--- src/rtl/sdram_arb_pkg.sv ---
// Shared types and constants for the two-port SDRAM arbiter.
package sdram_arb_pkg;

  typedef enum logic [1:0] {
    IDLE      = 2'd0,
    ISSUE     = 2'd1,
    WAIT_DONE = 2'd2,
    DONE      = 2'd3
  } arb_state_e;

  localparam logic PORT0 = 1'b0;
  localparam logic PORT1 = 1'b1;

  localparam int unsigned WD_WIDTH = 8;

endpackage

--- src/rtl/sdram_arb_rr_pick.sv ---
// Two-way round-robin pick: a lone requester wins, a tie goes to the port not granted last.
module sdram_arb_rr_pick
  import sdram_arb_pkg::*;
(
  input  logic [1:0] req,
  input  logic       last,
  output logic       grant
);

  always_comb begin
    grant = PORT0;
    case (req)
      2'b10:   grant = PORT1;
      2'b11:   grant = ~last;
      default: grant = PORT0;
    endcase
  end

endmodule

--- src/rtl/sdram_port_arbiter.sv ---
// Arbitrates two request/done ports onto one SDRAM controller command interface,
// with a watchdog that force-completes a transaction the controller never finishes.
module sdram_port_arbiter
  import sdram_arb_pkg::*;
#(
  parameter int unsigned DATA_WIDTH     = 32,
  parameter int unsigned ADDR_WIDTH     = 32,
  parameter int unsigned TIMEOUT_CYCLES = 255
) (
  input  logic                  clk,
  input  logic                  rst_n,
  input  logic                  p0_req,
  input  logic                  p0_we,
  input  logic [ADDR_WIDTH-1:0] p0_addr,
  input  logic [DATA_WIDTH-1:0] p0_wdata,
  output logic [DATA_WIDTH-1:0] p0_rdata,
  output logic                  p0_done,
  input  logic                  p1_req,
  input  logic                  p1_we,
  input  logic [ADDR_WIDTH-1:0] p1_addr,
  input  logic [DATA_WIDTH-1:0] p1_wdata,
  output logic [DATA_WIDTH-1:0] p1_rdata,
  output logic                  p1_done,
  output logic                  mem_rd_en,
  output logic                  mem_wr_en,
  output logic [ADDR_WIDTH-1:0] mem_addr,
  output logic [DATA_WIDTH-1:0] mem_data_in,
  input  logic [DATA_WIDTH-1:0] mem_data_out,
  input  logic                  mem_data_out_valid,
  input  logic                  mem_bus_busy,
  output logic                  arb_timeout
);

  localparam logic [WD_WIDTH-1:0] WD_LIMIT = WD_WIDTH'(TIMEOUT_CYCLES);

  arb_state_e            state_q, state_d;
  logic                  last_q, last_d;
  logic                  owner_q, owner_d;
  logic [WD_WIDTH-1:0]   wd_q, wd_d;
  logic                  we_q, we_d;
  logic [ADDR_WIDTH-1:0] addr_q, addr_d;
  logic [DATA_WIDTH-1:0] wdata_q, wdata_d;
  logic [DATA_WIDTH-1:0] rdata0_q, rdata0_d;
  logic [DATA_WIDTH-1:0] rdata1_q, rdata1_d;
  logic                  tmo_q, tmo_d;

  logic                  pick;
  logic [WD_WIDTH-1:0]   wd_inc;
  logic                  wd_hit;

  sdram_arb_rr_pick u_pick (
    .req   ({p1_req, p0_req}),
    .last  (last_q),
    .grant (pick)
  );

  always_comb begin
    state_d  = state_q;
    last_d   = last_q;
    owner_d  = owner_q;
    wd_d     = wd_q;
    we_d     = we_q;
    addr_d   = addr_q;
    wdata_d  = wdata_q;
    rdata0_d = rdata0_q;
    rdata1_d = rdata1_q;
    tmo_d    = 1'b0;
    // Saturating increment; the hit is judged on the value the counter is about to take.
    wd_inc   = (wd_q == '1) ? wd_q : wd_q + WD_WIDTH'(1);
    wd_hit   = (wd_inc == WD_LIMIT);

    case (state_q)
      IDLE: begin
        if ((p0_req || p1_req) && !mem_bus_busy) begin
          owner_d = pick;
          if (pick == PORT1) begin
            we_d    = p1_we;
            addr_d  = p1_addr;
            wdata_d = p1_wdata;
          end else begin
            we_d    = p0_we;
            addr_d  = p0_addr;
            wdata_d = p0_wdata;
          end
          wd_d    = '0;
          state_d = ISSUE;
        end
      end
      ISSUE: begin
        wd_d = wd_inc;
        if (wd_hit) begin
          tmo_d   = 1'b1;
          state_d = DONE;
        end else if (mem_bus_busy) begin
          state_d = WAIT_DONE;
        end
      end
      WAIT_DONE: begin
        wd_d = wd_inc;
        if (!we_q && mem_data_out_valid) begin
          if (owner_q == PORT1) rdata1_d = mem_data_out;
          else                  rdata0_d = mem_data_out;
        end
        if (!mem_bus_busy) begin
          state_d = DONE;
        end else if (wd_hit) begin
          tmo_d   = 1'b1;
          state_d = DONE;
        end
      end
      DONE: begin
        last_d  = owner_q;
        state_d = IDLE;
      end
      default: state_d = IDLE;
    endcase
  end

  always_ff @(posedge clk) begin
    if (!rst_n) begin
      state_q  <= IDLE;
      last_q   <= PORT1;
      owner_q  <= PORT0;
      wd_q     <= '0;
      we_q     <= 1'b0;
      addr_q   <= '0;
      wdata_q  <= '0;
      rdata0_q <= '0;
      rdata1_q <= '0;
      tmo_q    <= 1'b0;
    end else begin
      state_q  <= state_d;
      last_q   <= last_d;
      owner_q  <= owner_d;
      wd_q     <= wd_d;
      we_q     <= we_d;
      addr_q   <= addr_d;
      wdata_q  <= wdata_d;
      rdata0_q <= rdata0_d;
      rdata1_q <= rdata1_d;
      tmo_q    <= tmo_d;
    end
  end

  assign mem_rd_en   = (state_q == ISSUE) && !we_q;
  assign mem_wr_en   = (state_q == ISSUE) && we_q;
  assign mem_addr    = addr_q;
  assign mem_data_in = wdata_q;
  assign p0_done     = (state_q == DONE) && (owner_q == PORT0);
  assign p1_done     = (state_q == DONE) && (owner_q == PORT1);
  assign p0_rdata    = rdata0_q;
  assign p1_rdata    = rdata1_q;
  assign arb_timeout = tmo_q;

endmodule
--- config.mk ---
export PLATFORM = sky130hd
export DESIGN_NAME = sdram_port_arbiter
export DESIGN_NICKNAME = d
export VERILOG_FILES = /design/src/rtl/sdram_arb_pkg.sv /design/src/rtl/sdram_arb_rr_pick.sv /design/src/rtl/sdram_port_arbiter.sv
export SDC_FILE = /design/constraint.sdc
export NUM_CORES = 1
export LEC_CHECK = 0
export BUFFER_PORTS_ARGS = -buffer_cell sky130_fd_sc_hd__buf_2
export CORE_ASPECT_RATIO = 0.8
export CORE_UTILIZATION = 41
export CTS_CLUSTER_DIAMETER = 40
export DETAILED_ROUTE_END_ITERATION = 16
export GPL_TIMING_DRIVEN = 0
export PLACE_DENSITY = 0.84
export SLEW_MARGIN = 20
export SYNTH_ARGS = -nofsm -noshare
export SYNTH_HDL_FRONTEND = slang
export SYNTH_SLANG_ARGS = --single-unit
--- constraint.sdc ---
create_clock -name clk -period 1.8 [get_ports clk]
set_input_delay 0.27 -clock clk [delete_from_list [all_inputs] [get_ports clk]]
set_output_delay 0.27 -clock clk [all_outputs]
set_load 0.05 [all_outputs]
# == Yosys cells after proc, flatten, opt, wreduce, memory -nomap -nowiden ==
# Index checks and enable logic that the tools add are counted.
# W data, S select, Z words.
# totals
reg_bits,142
latchBits,0
ram_bits,0
mem_bits_ro,0
elab_cells,56
mem_count,0
# classes
addsub,1
mul,0
div_mod_pow,0
n_lt_le_gt_ge,0
eq_ne,10
shifts,0
mux,16
bitwise,2
n_reduce_logical,17
# ops
operator,n
$mux W32,2
$eq A8 B8 Y1 const B,2
$mux W8,2
$pmux W8 S2,1
$mux W2,5
$reduce_and A3 Y1,3
$add A8 B1 Y8 const B,1
$eq A2 B2 Y1 const B,4
$pmux W2 S4,1
$logic_and A1 B1 Y1,6
$ne A3 B3 Y1 const B,2
$pmux W1 S2,2
$reduce_and A2 Y1,2
$mux W1,3
$eq A2 B1 Y1 const B,1
$logic_not A1 Y1,2
$logic_not A2 Y1,1
$ne A2 B2 Y1 const B,1
$not A1 Y1,2
$reduce_bool A2 Y1,1
$reduce_or A2 Y1,1
$logic_or A1 B1 Y1,1

# == Logic depth before layout (Yosys ltp) ==
# Gate-level depths: netlist of the first run.
# depth
ltp_word,6
depth_mapped,9
ltp_nobuf,7

# == Modules after synthesis ==
# A second synthesis of the first run with hierarchy kept.
# hier_totals
cells_unflattened,700
area_unflattened_um2,6312.3
# by_module_without_submodules
module,instances,cells_per_inst,area_each_um2,seq_area_each_um2
sdram_port_arbiter,1,699,6301.0,2842.7
sdram_arb_rr_pick,1,1,11.3,0.0

# == Worst setup path after synthesis of the first run ==
# Ideal clock, no wire load.
# synth_timing
path_kind,register to register
start,register wd_q[0]
end,register state_q[0]
setup_time_ns,0.092
arrival_ns,1.668
path_slack_ns,0.040
stages_incl_launch_ff,7
path_cell_list,dfxtp_1 ha_1 and4bb_2 o21ai_0 a221oi_2 o21ai_0 o32ai_1
# synth_between
elab_chain_len,5
# synth_rtl
element,line_no,source
from (decl),sdram_port_arbiter.sv:39,"logic [WD_WIDTH-1:0] wd_q, wd_d;"
from (signal assigned),sdram_port_arbiter.sv:135,wd_q <= wd_d;
$add A8 B1 Y8 or $eq A8 B8 Y1 (tied branches),sdram_port_arbiter.sv:69,wd_inc = (wd_q == '1) ? wd_q : wd_q + WD_WIDTH'(1);
$mux W8 (*),sdram_port_arbiter.sv:69,
$eq A8 B8 Y1 (*),sdram_port_arbiter.sv:70,wd_hit = (wd_inc == WD_LIMIT);
$mux W2 or $ne A3 B3 Y1 (tied branches),-,
$pmux W2 S4 or $reduce_and A3 Y1 (tied branches),-,
to (signal assigned),sdram_port_arbiter.sv:132,state_q <= state_d;
to (decl),sdram_port_arbiter.sv:36,"arb_state_e state_q, state_d;"
# Every way passes the cells marked *; elsewhere a longest branch is shown, timed or not.
# A chain may end at the register's enable or synchronous reset.

# == Worst setup path in the final report of the first run ==
# Same ends and word-level chain as after synthesis.

==> results.sh, run 1 <==
export IMPL_drt_wl_total_mm=18.4
export IMPL_stdcell_area_mm2=0.00835
export IMPL_synth_seq_area_share_pct=48.7
export IMPL_ir_drop_v=0.00105
export IMPL_core_mm2=0.0137
export IMPL_leakage_uw=0.00376
export IMPL_grt_max_degree=17
export IMPL_place_area_mm2=0.00757
export IMPL_fin_setup_tns_ns=-0.0206
export IMPL_synth_edf_count=0
export IMPL_setup_viol=1
export IMPL_p_sw_uw=4450
export IMPL_antenna_cells=0
export IMPL_synth_top_area_cell="dfxtp_1"
export IMPL_cp_data_arrival_time_ns=2.09
export IMPL_slew_headroom_pct=55.7
export IMPL_skew_ns=0.00793
export IMPL_p_clk_share_pct=31.2
export IMPL_cpPeakStageDelay_ns=0.37
export IMPL_slew_violations=0
export IMPL_cts_tree="built"
export IMPL_clkTransAtPathRegs_ns=0.06
export IMPL_htreeDepth=4
export IMPL_fin_nets=1170
export IMPL_via_count=6034
export IMPL_dp_hpwl_mm=13.6
export IMPL_wl_met1_mm=7.97
export IMPL_crit_required_ns=2.07
export IMPL_fp_row_count=38
export IMPL_io_pins=301
export IMPL_dieArea_mm2=0.0147
export IMPL_grt_usage_pct=24.4
export IMPL_drc=0
export IMPL_crit_chain="ha_4 -> and4bb_2 -> o21ai_2 -> a221oi_2 -> buf_4 -> and3b_1 -> o32ai_2"
export IMPL_die_y_um=109
export IMPL_routedWlPerCell_um=15.5
export IMPL_drv_cap=0
export IMPL_combPwrFrac_pct=35.1
export IMPL_synth_cells=676
export IMPL_port_buffers=300
export IMPL_yosysWarnings=0
export IMPL_initialDrtViolationCount=249
export IMPL_start_util_pct=42.5
export IMPL_clock_latency_ns=0.41
export IMPL_setup_ws_ns=-0.0206
export IMPL_dr_wl_met2_mm=8.89
export IMPL_seq_power_share_pct=33.7
export IMPL_synth_top_cell_area_share_pct=48.7
export IMPL_start_kind="flip-flop"
export IMPL_worst_pin_slew_ns=0.664
export IMPL_slowest_stage="dfxtp_4"
export IMPL_syn2layout_area_growth_pct=42.8
export IMPL_worstSetupPathType="reg2reg"
export IMPL_drive_above_1_share_pct=38.5
export IMPL_internal_power_uw=7010
export IMPL_status="finished with violations"
export IMPL_yosysUniqueCellTypes=39
export IMPL_ys_flop_type="dfxtp_1"
export IMPL_timing_hold_violations_final=0
export IMPL_post_route_util_pct=60.7
export IMPL_wl_met3_mm=1.28
export IMPL_period_minus_slack_ns=1.82
export IMPL_synthTopCellsByArea="dfxtp_1 49%, mux2i_1 12%, nand2_1 8.9%"
export IMPL_grt_setup_unrepaired="true"
export IMPL_critPathMaxFanout=8
export IMPL_powerDensity_mw_per_mm2=1370
export IMPL_cts_sinks=142
export IMPL_failed_checks="negative setup slack"
export IMPL_end_kind="flip-flop"
export IMPL_fmax_mhz=549
export IMPL_min_path_type="in2reg"
export IMPL_syn_num_nets=850
export IMPL_ys_ff_latch=142
export IMPL_via_per_inst=5.07
export IMPL_clockRootBuffer="clkbuf_16"
export IMPL_netlist_area_mm2=0.00584
export IMPL_top_layer_used="met4"
export IMPL_avgSynthCellArea_um2=8.64
export IMPL_ctsHoldBuffers=0
export IMPL_ant_nets=0
export IMPL_grt_overflow_total=0
export IMPL_grt_pass1_vias=5622
export IMPL_swShare_pct=38.8
export IMPL_globalplace_congestion=0.857
export IMPL_async_reset_ff_share_pct=0
export IMPL_grt_pass1_wl_mm=27.6
export IMPL_dieWidth_um=135
export IMPL_antenna_found_initial=0
export IMPL_timing_final_crit_share_pct=101
export IMPL_cts_inserted_buffers=17
export IMPL_clock_path_buffers=2
export IMPL_first_pass_iters=4
-- worst max-delay path: cells and delay by family (launching register included) --
kind | cells | cell delay [ns]
DFF | 1 | 0.37
adders and majority gates | 1 | 0.17
and+or+nand+nor | 2 | 0.47
buffers and inverters | 1 | 0.18
AOI/OAI and AO/OA | 3 | 0.49
-- flip-flops by register name (all words and copies together) (netlist names) --
name,count
arb_timeout,1
last_q,1
mem_addr,32
mem_data_in,32
owner_q,1
p0_rdata,32
p1_rdata,32
state_q,2
wd_q,8
we_q,1
-- final cells by class --
class                           count  area, µm²
Multi-Input combinational cell    475       2820
Fill cell                        1246       5400
Tap cell                          180        225
Clock buffer                       22        464
Inverter                            7       26.3
Timing Repair Buffer              303       1530
Sequential cell                   142       2850
Buffer                             50        292
Clock inverter                     10        136
-- path summary, 6_finish.rpt --
kind	startpoint	slack (ns)	cells after the start	end
worst min-delay path	rst_n	0.10	2	last_q
worst min register to register	p1_rdata[0]	0.45	2	p1_rdata[0]
worst max-delay path	wd_q[0]	-0.02	7	state_q[0]
worst max register to register	wd_q[0]	-0.02	7	state_q[0]
-- synthesized netlist by cell type, types with 6 or more instances --
master,n
ha_1,6
inv_1,7
a21oi_1,74
o21ai_0,9
buf_1,6
nand2_1,139
a211oi_1,68
buf_2,11
clkbuf_1,33
dfxtp_1,142
mux2i_1,68
nor2_1,74
-- power groups by stage --
stage          logic (µW)  registers, µW  clock network (µW)
6_report             4020           3860                3570
5_1_grt              4300           3920                3760
4_1_cts              3970           3860                3630
3_5_place_dp         3870           3900                   0
3_3_place_gp         3810           3880                   0
2_1_floorplan        1450           5260                   0
-- kinds of logic (layout without fill, tap and decap cells) --
family          after synthesis  count (layout)  share of synthesized area [%]
fa+ha+maj                     6               6                           1.28
flops                       142             142                           48.7
buf+inv                      59             392                           4.22
compound gates              163             163                           17.6
mux                          68              68                           11.6
simple gates                238             238                           16.6
-- repair_timing --
item | in CTS | in global routing
endpoints found under the setup margin | 135 | 62
buffers inserted | 1 | 2
hold endpoints to repair | 0 | 0
gates resized for setup | 50 | 20
pin swaps | 2 | 4
-- placed cells by master, fill, tap and decap left out, types with 2 or more instances in the layout --
master	netlist	layout
a211oi_1	68	68
a21oi_1	74	74
and2_1	5	4
buf_2	11	313
buf_4	1	9
buf_6	1	2
bufinv_16	0	3
clkbuf_1	33	18
clkbuf_16	0	17
clkbuf_2	0	7
clkbuf_4	0	4
clkbuf_8	0	4
clkinv_2	0	3
clkinvlp_4	0	3
dfxtp_1	142	139
dfxtp_4	0	2
ha_1	6	2
ha_2	0	3
inv_1	7	6
mux2i_1	68	68
nand2_1	139	139
nand3_1	4	4
nor2_1	74	73
nor2b_1	2	2
nor3_1	3	2
nor3b_1	2	2
o21ai_0	9	6
o21ai_1	0	2
or3_4	0	2
-- metal layers --
metal | vias to the layer above | track usage (%)
li1 | 2986 | -
met2 | 222 | 41.8
met4 | 0 | 7.22
met1 | 2806 | 29.0
met5 | - | 0
met3 | 20 | 8.14
-- through the flow --
stage               power, µW  hold slack, ns  cells  worst slack [ns]
floorplan                6710           0.332    676            0.0397
global placement         7690           0.439   1156            -0.318
detailed placement       7760           0.443   1156            -0.337
CTS                     11500          0.0818   1188            0.0203
global route            12000          0.0903   1189           -0.0642
finish                  11500           0.100   1189           -0.0206
Power figures use the tool's default switching activity.
==> run 2: changes to the inputs <==
--- a/config.mk
+++ b/config.mk
@@ -12,6 +12,7 @@
 export DETAILED_ROUTE_END_ITERATION = 16
 export GPL_TIMING_DRIVEN = 0
 export PLACE_DENSITY = 0.84
+export SKIP_CTS_REPAIR_TIMING = 1
 export SLEW_MARGIN = 20
 export SYNTH_ARGS = -nofsm -noshare
 export SYNTH_HDL_FRONTEND = slang
==> results.sh, run 2 (synthesized netlist as in run 1, its figures left out) <==
export IMPL_antenna_found_initial=0
export IMPL_first_pass_iters=5
export IMPL_grt_pass1_wl_mm=27.3
export IMPL_port_buffers=300
export IMPL_core_mm2=0.0137
export IMPL_powerDensity_mw_per_mm2=1380
export IMPL_critPathMaxFanout=8
export IMPL_leakage_uw=0.00375
export IMPL_antenna_cells=0
export IMPL_drt_wl_total_mm=18.3
export IMPL_mostFrequentLayoutCell="buf_2"
export IMPL_worstSetupPathType="reg2reg"
export IMPL_via_count=6033
export IMPL_dieArea_mm2=0.0147
export IMPL_clockRootBuffer="clkbuf_16"
export IMPL_fin_nets=1170
export IMPL_timing_hold_violations_final=0
export IMPL_slew_violations=0
export IMPL_via_per_inst=5.07
export IMPL_grt_overflow_total=0
export IMPL_syn2layout_area_growth_pct=42.9
export IMPL_drv_cap=0
export IMPL_worst_pin_slew_ns=0.656
export IMPL_end_kind="flip-flop"
export IMPL_start_util_pct=42.5
export IMPL_grt_setup_unrepaired="true"
export IMPL_place_area_mm2=0.00757
export IMPL_cpPeakStageDelay_ns=0.37
export IMPL_whs_ns=0.101
export IMPL_period_minus_slack_ns=1.76
export IMPL_timing_final_crit_share_pct=97.8
export IMPL_cts_sinks=142
export IMPL_dp_hpwl_mm=13.6
export IMPL_min_path_type="in2reg"
export IMPL_grt_pass1_vias=5586
export IMPL_crit_chain="ha_4 -> and4bb_2 -> o21ai_0 -> a221oi_2 -> buf_4 -> and3b_1 -> o32ai_2"
export IMPL_ant_nets=0
export IMPL_stdcell_area_mm2=0.00835
export IMPL_cts_inserted_buffers=17
export IMPL_initialDrtViolationCount=272
export IMPL_clock_path_buffers=2
export IMPL_cts_tree="built"
export IMPL_ir_drop_v=0.00104
export IMPL_dieWidth_um=135
export IMPL_cp_data_arrival_time_ns=2.03
export IMPL_globalplace_congestion=0.857
export IMPL_grt_max_degree=17
export IMPL_grt_usage_pct=24.1
export IMPL_crit_required_ns=2.07
export IMPL_htreeDepth=4
export IMPL_die_y_um=109
export IMPL_slew_headroom_pct=56.2
export IMPL_layout_common_cells="307 x buf_2, 139 x nand2_1, 139 x dfxtp_1"
export IMPL_n_fill_cell=1242
export IMPL_skew_ns=0.00782
export IMPL_io_pins=301
export IMPL_setup_viol=0
export IMPL_clock_latency_ns=0.41
export IMPL_drive_above_1_share_pct=38.7
export IMPL_fmax_mhz=568
export IMPL_start_kind="flip-flop"
export IMPL_fp_row_count=38
export IMPL_status="finished, final reports clean"
export IMPL_clkTransAtPathRegs_ns=0.06
export IMPL_drc=0
export IMPL_slowest_stage="dfxtp_4"
export IMPL_routedWlPerCell_um=15.4
export IMPL_power_uw=11500
-- run 2: changes by cell type in the layout (fill, tap and decap cells not counted), moves of 2 or more --
| cell | change |
|---|---|
| buf_2 | -6 |
| buf_4 | +5 |
| clkbuf_2 | +4 |
| clkbuf_8 | -2 |
| ha_2 | -2 |
| ha_4 | +2 |
-- run 2: report_power, final --
group          internal (µW)  switching, µW  leakage (µW)
Combinational           1210           2880       0.00231
Clock                   2250           1310      0.000287
Sequential              3600            268       0.00116
-- run 2: critical path: cells and delay by family (launching register included) --
kind	cells	cell delay (ns)
adders and majority gates	1	0.18
AOI/OAI and AO/OA	3	0.45
buffers and inverters	1	0.17
DFF	1	0.37
and+or+nand+nor	2	0.45
-- run 2: routing by layer --
layer / vias to the layer above / share of wire [%] / track usage [%]
li1: 2987 / - / -
met3: 24 / 7.5 / 8.18
met5: - / 0 / 0
met4: 0 / 1.6 / 7.30
met1: 2771 / 43 / 28.8
met2: 251 / 48 / 41.0
-- run 2: per-stage QoR --
stage	setup TNS, ns	cells	setup slack (ns)	util, %
global placement	-25.67	1156	-0.318	55.1
detailed placement	-29.49	1156	-0.337	55.1
finish	0	1189	0.0404	60.8
CTS	-34.59	1188	-0.400	59.5
floorplan	0	676	0.0397	-
global route	-0.988	1189	-0.0663	60.8
-- run 2: layout make-up --
cell class | count | area (µm²) | area share, %
multi-input combinational | 475 | 2850 | 34.1
tap | 180 | 225 | 2.70
timing repair buffer | 303 | 1530 | 18.3
clock inverter | 10 | 136 | 1.63
inverter | 7 | 26.3 | 0.315
buffer | 50 | 277 | 3.31
sequential | 142 | 2850 | 34.1
clock buffer | 22 | 464 | 5.56
-- run 2: path summary, 6_finish.rpt --
kind | end | cells past startpoint | start | slack, ns
worst max-delay path | state_q[0] | 7 | wd_q[0] | 0.04
worst min-delay path | last_q | 2 | rst_n | 0.10
worst max register to register | state_q[0] | 7 | wd_q[0] | 0.04
worst min register to register | p1_rdata[0] | 2 | p1_rdata[0] | 0.45
==> run 3: changes to the inputs <==
--- a/config.mk
+++ b/config.mk
@@ -11,6 +11,7 @@
 export CTS_CLUSTER_DIAMETER = 40
 export DETAILED_ROUTE_END_ITERATION = 16
 export GPL_TIMING_DRIVEN = 0
+export MAX_ROUTING_LAYER = met4
 export PLACE_DENSITY = 0.84
 export SKIP_CTS_REPAIR_TIMING = 1
 export SLEW_MARGIN = 20
==> constraint.sdc (replaced) <==
create_clock -name clk -period 1.8 [get_ports clk]
set_input_delay 0.36 -clock clk [delete_from_list [all_inputs] [get_ports clk]]
set_output_delay 0.36 -clock clk [all_outputs]
set_load 0.05 [all_outputs]
==> results.sh, run 3 (synthesized netlist as in run 1, its figures left out) <==
export IMPL_end_kind="flip-flop"
export IMPL_dieWidth_um=135
export IMPL_placed_cells=1156
export IMPL_crit_family="simple AND/OR/NAND/NOR gates"
export IMPL_globalplace_congestion=0.870
export IMPL_syn2layout_area_growth_pct=43.4
export IMPL_min_path_type="in2reg"
export IMPL_stdcell_area_mm2=0.00838
export IMPL_via_per_inst=5.09
export IMPL_antenna_found_initial=0
export IMPL_clock_latency_ns=0.41
export IMPL_timing_hold_violations_final=0
export IMPL_setup_viol=0
export IMPL_clock_path_buffers=2
export IMPL_core_mm2=0.0137
export IMPL_die_y_um=109
export IMPL_clockRootBuffer="clkbuf_16"
export IMPL_dieArea_mm2=0.0147
export IMPL_slowest_stage="dfxtp_4"
export IMPL_antenna_cells=0
export IMPL_grt_pass1_vias=5595
export IMPL_fp_row_count=38
export IMPL_crit_buf_inv=1
export IMPL_cts_sinks=142
export IMPL_crit_required_ns=2.07
export IMPL_drc=0
export IMPL_via_count=6058
export IMPL_grt_overflow_total=0
export IMPL_slew_headroom_pct=55.7
export IMPL_fin_nets=1172
export IMPL_status="finished, final reports clean"
export IMPL_fin_setup_tns_ns=0
export IMPL_skew_ns=0.00863
export IMPL_powerDensity_mw_per_mm2=1380
export IMPL_first_pass_iters=5
export IMPL_routedWlPerCell_um=15.4
export IMPL_leakage_uw=0.00377
export IMPL_worst_pin_slew_ns=0.664
export IMPL_fmax_mhz=568
export IMPL_grt_usage_pct=24.8
export IMPL_whs_ns=0.187
export IMPL_power_uw=11600
export IMPL_port_buffers=300
export IMPL_cts_inserted_buffers=17
export IMPL_start_kind="flip-flop"
export IMPL_critPathMaxFanout=8
export IMPL_htreeDepth=4
export IMPL_start_util_pct=42.5
export IMPL_initialDrtViolationCount=263
export IMPL_grt_pass1_wl_mm=27.3
export IMPL_dp_hpwl_mm=13.6
export IMPL_timing_final_crit_share_pct=97.8
export IMPL_cts_tree="built"
export IMPL_layout_common_cells="306 x buf_2, 139 x nand2_1, 138 x dfxtp_1"
export IMPL_rrSetupSlack_ns=0.04
export IMPL_ir_drop_v=0.00104
export IMPL_io_pins=301
export IMPL_grt_max_degree=17
export IMPL_cp_data_arrival_time_ns=2.03
export IMPL_cpPeakStageDelay_ns=0.37
export IMPL_mostFrequentLayoutCell="buf_2"
export IMPL_crit_chain="ha_4 -> and4bb_2 -> o21ai_0 -> a221oi_2 -> buf_4 -> and3b_1 -> o32ai_2"
export IMPL_period_minus_slack_ns=1.76
export IMPL_ant_nets=0
export IMPL_worstSetupPathType="reg2reg"
export IMPL_slew_violations=0
export IMPL_drive_above_1_share_pct=38.9
export IMPL_final_cells=1191
export IMPL_grt_setup_unrepaired="true"
export IMPL_drt_wl_total_mm=18.3
export IMPL_clkTransAtPathRegs_ns=0.06
export IMPL_place_area_mm2=0.00757
export IMPL_drv_cap=0
run 3: cell types whose count changed in the layout (fill, tap and decap cells not counted), sizes merged:
cell,previous run,this run
clkbuf,52,54
run 3: per-layer routing:
| layer | vias up | track usage [%] | wire length [µm] |
|---|---|---|---|
| met3 | 22 | 6.51 | 1160 |
| met1 | 2809 | 29.7 | 8090 |
| met4 | 0 | 7.54 | 284 |
| li1 | 2991 | - | - |
| met2 | 236 | 40.9 | 8800 |
| met5 | - | - | 0 |
run 3: area by class of cell:
class                           instances  area (µm²)
Clock inverter                         10         136
Buffer                                 50         274
Fill cell                            1238        5360
Multi-Input combinational cell        475        2840
Timing Repair Buffer                  305        1560
Inverter                                7        28.8
Sequential cell                       142        2850
Clock buffer                           22         464
Tap cell                              180         225
run 3: metrics by stage:
stage               util (%)  setup slack [ns]
CTS                     59.5            -0.400
detailed placement      55.1            -0.337
global route            61.0           -0.0736
floorplan                  -            0.0397
finish                  61.0            0.0400
global placement        55.1            -0.318
run 3: final timing paths:
path	depth (start not counted)	start	to
min	2	rst_n	last_q
min reg2reg	2	p1_rdata[0]	p1_rdata[0]
max	7	wd_q[0]	state_q[0]
max reg2reg	7	wd_q[0]	state_q[0]
run 3: worst register-to-register path, stage by stage (launching register included):
cell and delay [ns]:
dfxtp_4 0.37, ha_4 0.18, and4bb_2 0.28, o21ai_0 0.11
a221oi_2 0.27, buf_4 0.18, and3b_1 0.17, o32ai_2 0.07
run 3: report_power, final:
| part | total (µW) | internal (µW) | switching [µW] | leakage, µW |
|---|---|---|---|---|
| sequential | 3880 | 3600 | 274 | 0.00116 |
| clock | 3570 | 2250 | 1320 | 0.000287 |
| combinational | 4120 | 1240 | 2880 | 0.00232 |
